[src/rtl/pio_loader.sv]
// pio_loader: configuration sequencer placed in front of a pio block.
//
// On an accepted start pulse it copies a program from an external
// synchronous ROM into pio instruction memory, then writes wrap/exec
// control, clock divider and pin groups. It can optionally push one TX word
// and issue up to two immediate instructions. Last, it enables the selected
// state machines. Every command is asserted for exactly one cycle and is
// followed by one NONE cycle.
//
// Ports
//   clk        system clock
//   reset      synchronous, active-low reset
//   start      single-cycle load request (ignored while busy)
//   plen       program length in words, clamped to MAX_PLEN
//   sm         target state machine (driven on mindex while busy)
//   exec_ctrl  PEND payload
//   div        DIV payload (zero-extended)
//   pin_grps   GRPS payload
//   push_en    issue the PUSH step
//   push_word  PUSH payload
//   imm_cnt    number of IMM steps (3 behaves as 2)
//   imm0/imm1  IMM payloads (zero-extended), imm0 issued first
//   en_mask    EN payload (zero-extended)
//   tx_full    per-machine TX FIFO full flags from pio
//   prog_addr  ROM address; ROM data returns one cycle later
//   prog_data  ROM data
//   action     pio command code
//   index      instruction index for INSTR commands
//   mindex     machine index
//   din        command payload
//   busy       sequence in progress
//   done       one-cycle completion pulse
//
// state      | meaning
// -----------+-----------------------------------------------------------
// IDLE       | waiting for start, all outputs at rest
// FETCH      | first ROM address on the bus, no command
// INSTR      | writing one program word into instruction memory
// GAP        | NONE cycle after a command; next ROM address is on the bus
// PEND       | writing wrap/exec control
// DIV        | writing the clock divider
// GRPS       | writing pin groups
// PUSH_WAIT  | holding the TX push while the target FIFO is full
// PUSH       | pushing one TX word
// IMM        | issuing one immediate instruction
// EN         | enabling state machines
// DONE       | done pulse, returning to IDLE

module pio_loader #(
  parameter int MAX_PLEN = 32
) (
  input  logic        clk,
  input  logic        reset,
  input  logic        start,
  input  logic [5:0]  plen,
  input  logic [1:0]  sm,
  input  logic [31:0] exec_ctrl,
  input  logic [23:0] div,
  input  logic [31:0] pin_grps,
  input  logic        push_en,
  input  logic [31:0] push_word,
  input  logic [1:0]  imm_cnt,
  input  logic [15:0] imm0,
  input  logic [15:0] imm1,
  input  logic [3:0]  en_mask,
  input  logic [3:0]  tx_full,
  output logic [4:0]  prog_addr,
  input  logic [15:0] prog_data,
  output logic [3:0]  action,
  output logic [4:0]  index,
  output logic [1:0]  mindex,
  output logic [31:0] din,
  output logic        busy,
  output logic        done
);

  localparam logic [3:0] ACT_NONE  = 4'd0;
  localparam logic [3:0] ACT_INSTR = 4'd1;
  localparam logic [3:0] ACT_PEND  = 4'd2;
  localparam logic [3:0] ACT_PUSH  = 4'd4;
  localparam logic [3:0] ACT_GRPS  = 4'd5;
  localparam logic [3:0] ACT_EN    = 4'd6;
  localparam logic [3:0] ACT_DIV   = 4'd7;
  localparam logic [3:0] ACT_IMM   = 4'd9;

  localparam logic [5:0] PLEN_CAP = 6'(MAX_PLEN);

  typedef enum logic [3:0] {
    S_IDLE,
    S_FETCH,
    S_INSTR,
    S_GAP,
    S_PEND,
    S_DIV,
    S_GRPS,
    S_PUSH_WAIT,
    S_PUSH,
    S_IMM,
    S_EN,
    S_DONE
  } state_t;

  state_t      state_q;
  state_t      ret_q;        // step to take when the current NONE cycle ends
  logic [5:0]  words_left;   // program words still to write, counts down
  logic [4:0]  word_idx;     // index of the next program word
  logic [1:0]  imm_left;     // immediates still to issue, counts down
  logic        imm_sel;      // 0: next immediate is imm0, 1: imm1

  logic [1:0]  sm_q;
  logic [31:0] exec_q;
  logic [23:0] div_q;
  logic [31:0] grps_q;
  logic        push_en_q;
  logic [31:0] push_word_q;
  logic [15:0] imm0_q;
  logic [15:0] imm1_q;
  logic [3:0]  en_q;

  state_t      tgt;          // step actually entered after this NONE cycle
  state_t      cmd_ret;      // step following tgt
  state_t      imm_next;
  logic [3:0]  cmd_action;
  logic [4:0]  cmd_index;
  logic [31:0] cmd_din;

  // Resolve the pending step: an exhausted program skips straight to PEND,
  // and a full TX FIFO turns PUSH into PUSH_WAIT.
  always_comb begin
    imm_next = (imm_left != 2'd0) ? S_IMM : S_EN;

    tgt = ret_q;
    if (ret_q == S_INSTR && words_left == 6'd0) begin
      tgt = S_PEND;
    end
    if (ret_q == S_PUSH && tx_full[sm_q]) begin
      tgt = S_PUSH_WAIT;
    end

    cmd_action = ACT_NONE;
    cmd_index  = 5'd0;
    cmd_din    = 32'd0;
    cmd_ret    = S_IDLE;
    case (tgt)
      S_INSTR: begin
        cmd_action = ACT_INSTR;
        cmd_index  = word_idx;
        cmd_din    = {16'h0000, prog_data};
        cmd_ret    = S_INSTR;
      end
      S_PEND: begin
        cmd_action = ACT_PEND;
        cmd_din    = exec_q;
        cmd_ret    = S_DIV;
      end
      S_DIV: begin
        cmd_action = ACT_DIV;
        cmd_din    = {8'h00, div_q};
        cmd_ret    = S_GRPS;
      end
      S_GRPS: begin
        cmd_action = ACT_GRPS;
        cmd_din    = grps_q;
        cmd_ret    = push_en_q ? S_PUSH : imm_next;
      end
      S_PUSH_WAIT: begin
        cmd_ret = S_PUSH;
      end
      S_PUSH: begin
        cmd_action = ACT_PUSH;
        cmd_din    = push_word_q;
        cmd_ret    = imm_next;
      end
      S_IMM: begin
        cmd_action = ACT_IMM;
        cmd_din    = {16'h0000, imm_sel ? imm1_q : imm0_q};
        cmd_ret    = (imm_left > 2'd1) ? S_IMM : S_EN;
      end
      S_EN: begin
        cmd_action = ACT_EN;
        cmd_din    = {28'h0000000, en_q};
        cmd_ret    = S_DONE;
      end
      default: begin
        cmd_ret = S_IDLE;
      end
    endcase
  end

  always_ff @(posedge clk) begin
    if (!reset) begin
      state_q     <= S_IDLE;
      ret_q       <= S_IDLE;
      words_left  <= 6'd0;
      word_idx    <= 5'd0;
      imm_left    <= 2'd0;
      imm_sel     <= 1'b0;
      sm_q        <= 2'd0;
      exec_q      <= 32'd0;
      div_q       <= 24'd0;
      grps_q      <= 32'd0;
      push_en_q   <= 1'b0;
      push_word_q <= 32'd0;
      imm0_q      <= 16'd0;
      imm1_q      <= 16'd0;
      en_q        <= 4'd0;
      prog_addr   <= 5'd0;
      action      <= ACT_NONE;
      index       <= 5'd0;
      mindex      <= 2'd0;
      din         <= 32'd0;
      busy        <= 1'b0;
      done        <= 1'b0;
    end else begin
      // Commands last one cycle: outputs fall back to NONE unless set below.
      action <= ACT_NONE;
      index  <= 5'd0;
      din    <= 32'd0;
      done   <= 1'b0;

      case (state_q)
        S_IDLE: begin
          if (start) begin
            sm_q        <= sm;
            exec_q      <= exec_ctrl;
            div_q       <= div;
            grps_q      <= pin_grps;
            push_en_q   <= push_en;
            push_word_q <= push_word;
            imm0_q      <= imm0;
            imm1_q      <= imm1;
            en_q        <= en_mask;
            words_left  <= (plen > PLEN_CAP) ? PLEN_CAP : plen;
            word_idx    <= 5'd0;
            imm_left    <= (imm_cnt == 2'd3) ? 2'd2 : imm_cnt;
            imm_sel     <= 1'b0;
            ret_q       <= S_INSTR;
            prog_addr   <= 5'd0;
            mindex      <= sm;
            busy        <= 1'b1;
            state_q     <= S_FETCH;
          end
        end

        S_FETCH, S_GAP, S_PUSH_WAIT: begin
          state_q <= tgt;
          ret_q   <= cmd_ret;
          action  <= cmd_action;
          index   <= cmd_index;
          din     <= cmd_din;
          if (tgt == S_INSTR) begin
            words_left <= words_left - 6'd1;
            word_idx   <= word_idx + 5'd1;
            // The ROM answers one cycle late, so the next address goes out
            // now and its data is ready when the following GAP ends.
            prog_addr  <= (words_left == 6'd1) ? 5'd0 : word_idx + 5'd1;
          end
          if (tgt == S_IMM) begin
            imm_left <= imm_left - 2'd1;
            imm_sel  <= 1'b1;
          end
        end

        S_INSTR, S_PEND, S_DIV, S_GRPS, S_PUSH, S_IMM: begin
          state_q <= S_GAP;
        end

        S_EN: begin
          done    <= 1'b1;
          state_q <= S_DONE;
        end

        S_DONE: begin
          busy    <= 1'b0;
          mindex  <= 2'd0;
          state_q <= S_IDLE;
        end

        default: begin
          state_q <= S_IDLE;
        end
      endcase
    end
  end

endmodule

[config.mk]
export PLATFORM = sky130hd
export DESIGN_NAME = pio_loader
export DESIGN_NICKNAME = d
export VERILOG_FILES = /design/src/rtl/pio_loader.sv
export SDC_FILE = /design/constraint.sdc
export NUM_CORES = 1
export LEC_CHECK = 0
export CAP_MARGIN = 20
export CORE_ASPECT_RATIO = 0.9
export CORE_MARGIN = 4
export CORE_UTILIZATION = 54
export DETAILED_ROUTE_END_ITERATION = 10
export PLACE_DENSITY = 0.82
export SLEW_MARGIN = 40
export SYNTH_ARGS = -nofsm -noshare
export SYNTH_HDL_FRONTEND = slang
export SYNTH_SLANG_ARGS = --single-unit
[constraint.sdc]
create_clock -name clk -period 4.6 [get_ports clk]
set_input_delay 0.92 -clock clk [delete_from_list [all_inputs] [get_ports clk]]
set_output_delay 0.92 -clock clk [all_outputs]
set_load 0.1 [all_outputs]
Yosys cells after proc, flatten, opt, wreduce, memory -nomap -nowiden
Cells that the tools add are included.

word-level totals
  bits in registers = 231
  input bits = 190
  output and inout port bits = 50
  logic and storage cells = 107

cells by class
  add/subtract/negate cells = 3
  order comparisons = 3
  equal/unequal tests = 26
  multiplexer cells = 37
  reduce and logical (&&, ||, !) cells = 16

operators by type and width
  cell                                                                    count
  32-bit case mux with 7 select lines                                     1
  4-bit by 3-bit equality test with 1-bit output (second input constant)  8
  4-bit equality test (second input constant)                             8
  4-bit case mux with 8 select lines                                      1
  4-bit case mux with 7 select lines                                      1
  5-bit 2-to-1 mux                                                        4
  5-bit case mux with 2 select lines                                      2
  6-bit 2-to-1 mux                                                        3
  4-bit by 2-bit equality test with 1-bit output (second input constant)  4
  16-bit 2-to-1 mux                                                       1
  4-bit 2-to-1 mux                                                        4
  4-bit case mux with 4 select lines                                      1
  2-bit 2-to-1 mux                                                        7
  6-bit case mux with 2 select lines                                      1
  3-bit AND reduction                                                     3
  2-bit case mux with 2 select lines                                      2
  4-bit case mux with 2 select lines                                      1
  2-bit AND reduction                                                     4
  6-bit by 1-bit equality test with 1-bit output (second input constant)  1
  6-bit > comparator (second input constant)                              1
  6-bit zero test                                                         1
  2-bit inequality test (second input constant)                           3
  2-bit nonzero test                                                      3
  6-bit OR reduction                                                      1
  13 further kinds                                                        19

Depth between registers and ports, before layout
  depth in word-level cells = 7
  mapped depth = 8

Least setup slack after synthesis
Ideal clock, no wire load.

  path type = input to register
  from = input port tx_full[3]
  to = register din[10]
  library setup time = 77 ps
  arrival = 2280 ps
  path slack = 2243 ps
  stages = 6
  buffers on the path = 2
  cell sequence = mux4_2 -> a21o_1 -> a211o_1 -> buf_6 -> buf_12 -> a41oi_2

between the ends
  longest elaborated chain between the ends = 6

ends and longest elaborated chain
  element                                      RTL line  RTL
  from (decl)                                  66        input logic [3:0] tx_full,
  1-bit binary-select mux with 2-bit select *  136       if (ret_q == S_PUSH && tx_full[sm_q]) begin
  1-bit 2-to-1 mux (implied by the code) *     136
  1-bit logical AND *                          136
  4-bit 2-to-1 mux *                           136
  4-bit equality test (tied with other cells)  144       case (tgt)
  32-bit case mux with 7 select lines *        144
  to (signal assigned)                         250       din <= cmd_din;
  to (decl)                                    72        output logic [31:0] din,

Mark *: on every way between the ends. The rest lies on a longest branch, timed or not. The select of a mux whose other input is x is not followed.
A chain may end at the register's enable or synchronous reset.

Worst setup path in the final report
  from = input port tx_full[0]
  to = register din[13]

Same word-level chain as after synthesis.

==> flow_summary_export.csv <==
group,metric,value,unit
setup_path,crit_fanout,15,
sta,setup_violations,0,
grt,grt_overflow,0,
synthesis,synth_area_per_cell,8.227,um2
sta,drv_slew,0,
sta,whs,453.4,ps
synthesis,ys_warn_count,0,
sta,period_share,56.96,%
drt,drtAntennaViolNets,0,
floorplanning,dieArea,20510,um2
synthesis,synthDistinctLibCells,76,
synthesis,ys_seq_area_share,46.84,%
drt,viasPerCell,5.881,
setup_path,cp_data_arrival_time,3060,ps
drt,drtPass1Iterations,6,
clocking,postCtsHoldBufs,0,
floorplanning,core_area,17780,um2
clocking,clkLatencyLatePin,520,ps
drt,wl,31040,um
clocking,tritoncts,"yes",
synthesis,synth-edff-count,0,
clocking,htree_levels,1,
sta,max_freq,381.7,MHz
sta,fin_skew,12.39,ps
synthesis,synth_top_area_share,46.84,%
sta,fin_tns_setup,0,ps
floorplanning,rows,46,
clocking,clockBufferDepth,3,
floorplanning,die_h,136.3,um
drt,drc,0,
setup_path,critical_path_class,"in2reg",
synthesis,netlist_area,9872,um2
clocking,clock-sinks,231,
cells_and_area,nNetsFinal,1573,
power,p_leak,4.773,nW
power,pwr_density_cell,391.3,nW/um2
synthesis,synth_most_common_cell,"nand2_1",
setup_path,end_kind,"flip-flop",
drt,avgRoutedWirePerCell,19.03,um
cells_and_area,syn_to_final_growth,29.99,%
sta,period_minus_slack,2620,ps
clocking,post_cts_buffers,0,
placed_design,port_buffers,239,
synthesis,ys_seq_elements,231,
clocking,cts_buffers,24,
synthesis,async_flop_share,0,%
grt,grt_pass1_wl,47480,um
power,peakVddDrop,282.9,uV
floorplanning,die_x,150.5,um
grt,grt_max_degree,91,
clocking,cts_resized,0,
synthesis,syn-instance-count,1200,
synthesis,syn_nets,1396,
clocking,clockRootBuffer,"clkbuf_16",
synthesis,yosys-top-cells-count,"nand2_1, dfxtp_1, a21oi_1",
floorplanning,start_util,55.51,%
flow_run,maxCapViolations,0,
sta,tightest_slew,785.8,ps
setup_path,cp_data_required_time,5040,ps
floorplanning,ios,240,
grt,antenna_found_initial,1,
cells_and_area,diodes,0,
sta,maxSlewHeadroom,47.54,%
cells_and_area,drive_gt1_share,11.65,%
grt,grt_pass1_vias,8965,
sta,finalHoldViolations,0,
synthesis,synthTopCellsByArea,"dfxtp_1, nand2_1, a21oi_1, clkbuf_1, a222oi_1",
placed_design,place_hpwl,21140,um
sta,rsz0062_at_grt,"false",
outcome,status,"finished, final reports clean",
drt,num_vias,9592,
drt,drt-initial-drc-count,1003,
placed_design,gp_congestion,0.8617,
synthesis,synth_flop_cell,"dfxtp_1",
synthesis,yosys.area.top_type,"dfxtp_1",
setup_path,start_kind,"input port",
clocking,path_clk_slew,60,ps
worst_hold_path,hp-class,"reg2reg",
grt,grt_usage,28.94,%
cell families after synthesis:
kind of cell / after synthesis / synth area share [%]
DFF: 231 / 46.84
muxes: 17 / 2.053
xor gates and xnor gates: 4 / 0.3549
buffers and inverters: 118 / 5.919
adders and majority gates: 6 / 0.7604
and+or+nand+nor: 474 / 20.96
AOI/OAI and AO/OA: 350 / 23.11
worst max-delay path, cell delays in order:
cell and delay, ps:
clkdlybuf4s50_1 430, mux4_2 590, nor3b_4 560, buf_4 330, nand2_1 90, a41oi_2 130
final cells by class:
class	count	area, um2
fillers	1390	4952
clock buffers	35	732.0
inverters	12	47.55
flip-flops and latches	231	4624
multi-input cells	851	4748
clock inverters	5	61.31
repair buffers	257	2318
well taps	240	300.3
flip-flops by register name (all words and copies together) (netlist names):
name	flops
imm0_q	16
mindex	2
din	32
exec_q	32
push_word_q	32
done	1
busy	1
state_q	4
index	5
grps_q	32
en_q	4
action	4
words_left	6
sm_q	2
ret_q	4
prog_addr	5
imm_left	2
push_en_q	1
word_idx	5
div_q	24
imm_sel	1
imm1_q	16
cells in the final DEF, fill, tap and decap left out, types with 5 or more instances in the layout:
| cell type | synthesis | routed |
|---|---|---|
| nand2_1 | 362 | 361 |
| dfxtp_1 | 231 | 231 |
| clkdlybuf4s50_1 | 0 | 189 |
| a21oi_1 | 188 | 188 |
| buf_2 | 20 | 50 |
| clkbuf_16 | 0 | 24 |
| nor2_1 | 23 | 22 |
| nand3_1 | 20 | 20 |
| a222oi_1 | 20 | 20 |
| o21ai_0 | 19 | 19 |
| mux2_2 | 16 | 16 |
| a22o_1 | 16 | 16 |
| a21o_1 | 15 | 15 |
| a31oi_1 | 14 | 14 |
| buf_4 | 3 | 14 |
| a22oi_1 | 13 | 13 |
| inv_1 | 10 | 10 |
| o31ai_1 | 11 | 10 |
| clkbuf_8 | 5 | 9 |
| and2_1 | 9 | 8 |
| a41oi_2 | 8 | 8 |
| nor3_1 | 9 | 8 |
| nor2b_1 | 7 | 6 |
| o211ai_1 | 6 | 6 |
| nand4_1 | 6 | 6 |
| ha_1 | 6 | 6 |
| or4_1 | 5 | 5 |
| a41oi_1 | 5 | 5 |
final timing paths:
path,from,end,slack (ps),cells after the start
worst max-delay path,tx_full[0],din[13],1980,6
worst min-delay path,div_q[8],div_q[8],450,2
worst max register to register,words_left[1],words_left[0],2020,7
worst min register to register,div_q[8],div_q[8],450,2
metrics by stage:
| stage | std cells | instance area [um2] | power, mW | worst slack (ps) | util, % |
|---|---|---|---|---|---|
| floorplan | 1200 | 9872 | 2.761 | 2243 | - |
| global placement | 1587 | 12220 | 3.071 | 1227 | 68.69 |
| detailed placement | 1590 | 12020 | 3.094 | 1464 | 67.59 |
| CTS | 1630 | 12810 | 5.017 | 1985 | 72.05 |
| global route | 1631 | 12830 | 5.201 | 1875 | 72.15 |
| finish | 1631 | 12830 | 5.021 | 1980 | 72.15 |
layer usage:
layer	vias up	wire length [um]	part of all wire [%]	GRT usage, %
met2	469	14700	47	47.60
met1	4504	12540	40	37.84
met3	66	2767	8.9	6.567
met4	2	1006	3.2	9.350
li1	4551	-	-	-
met5	-	20	0.064	0
where the power goes:
| part | total, mW | leakage (nW) | internal [mW] | switching (mW) |
|---|---|---|---|---|
| clock network | 1.95 | 0.396 | 1.15 | 0.795 |
| registers | 2.22 | 1.89 | 2.13 | 0.0907 |
| logic | 0.857 | 2.49 | 0.346 | 0.511 |
Power figures use the tool's default switching activity.
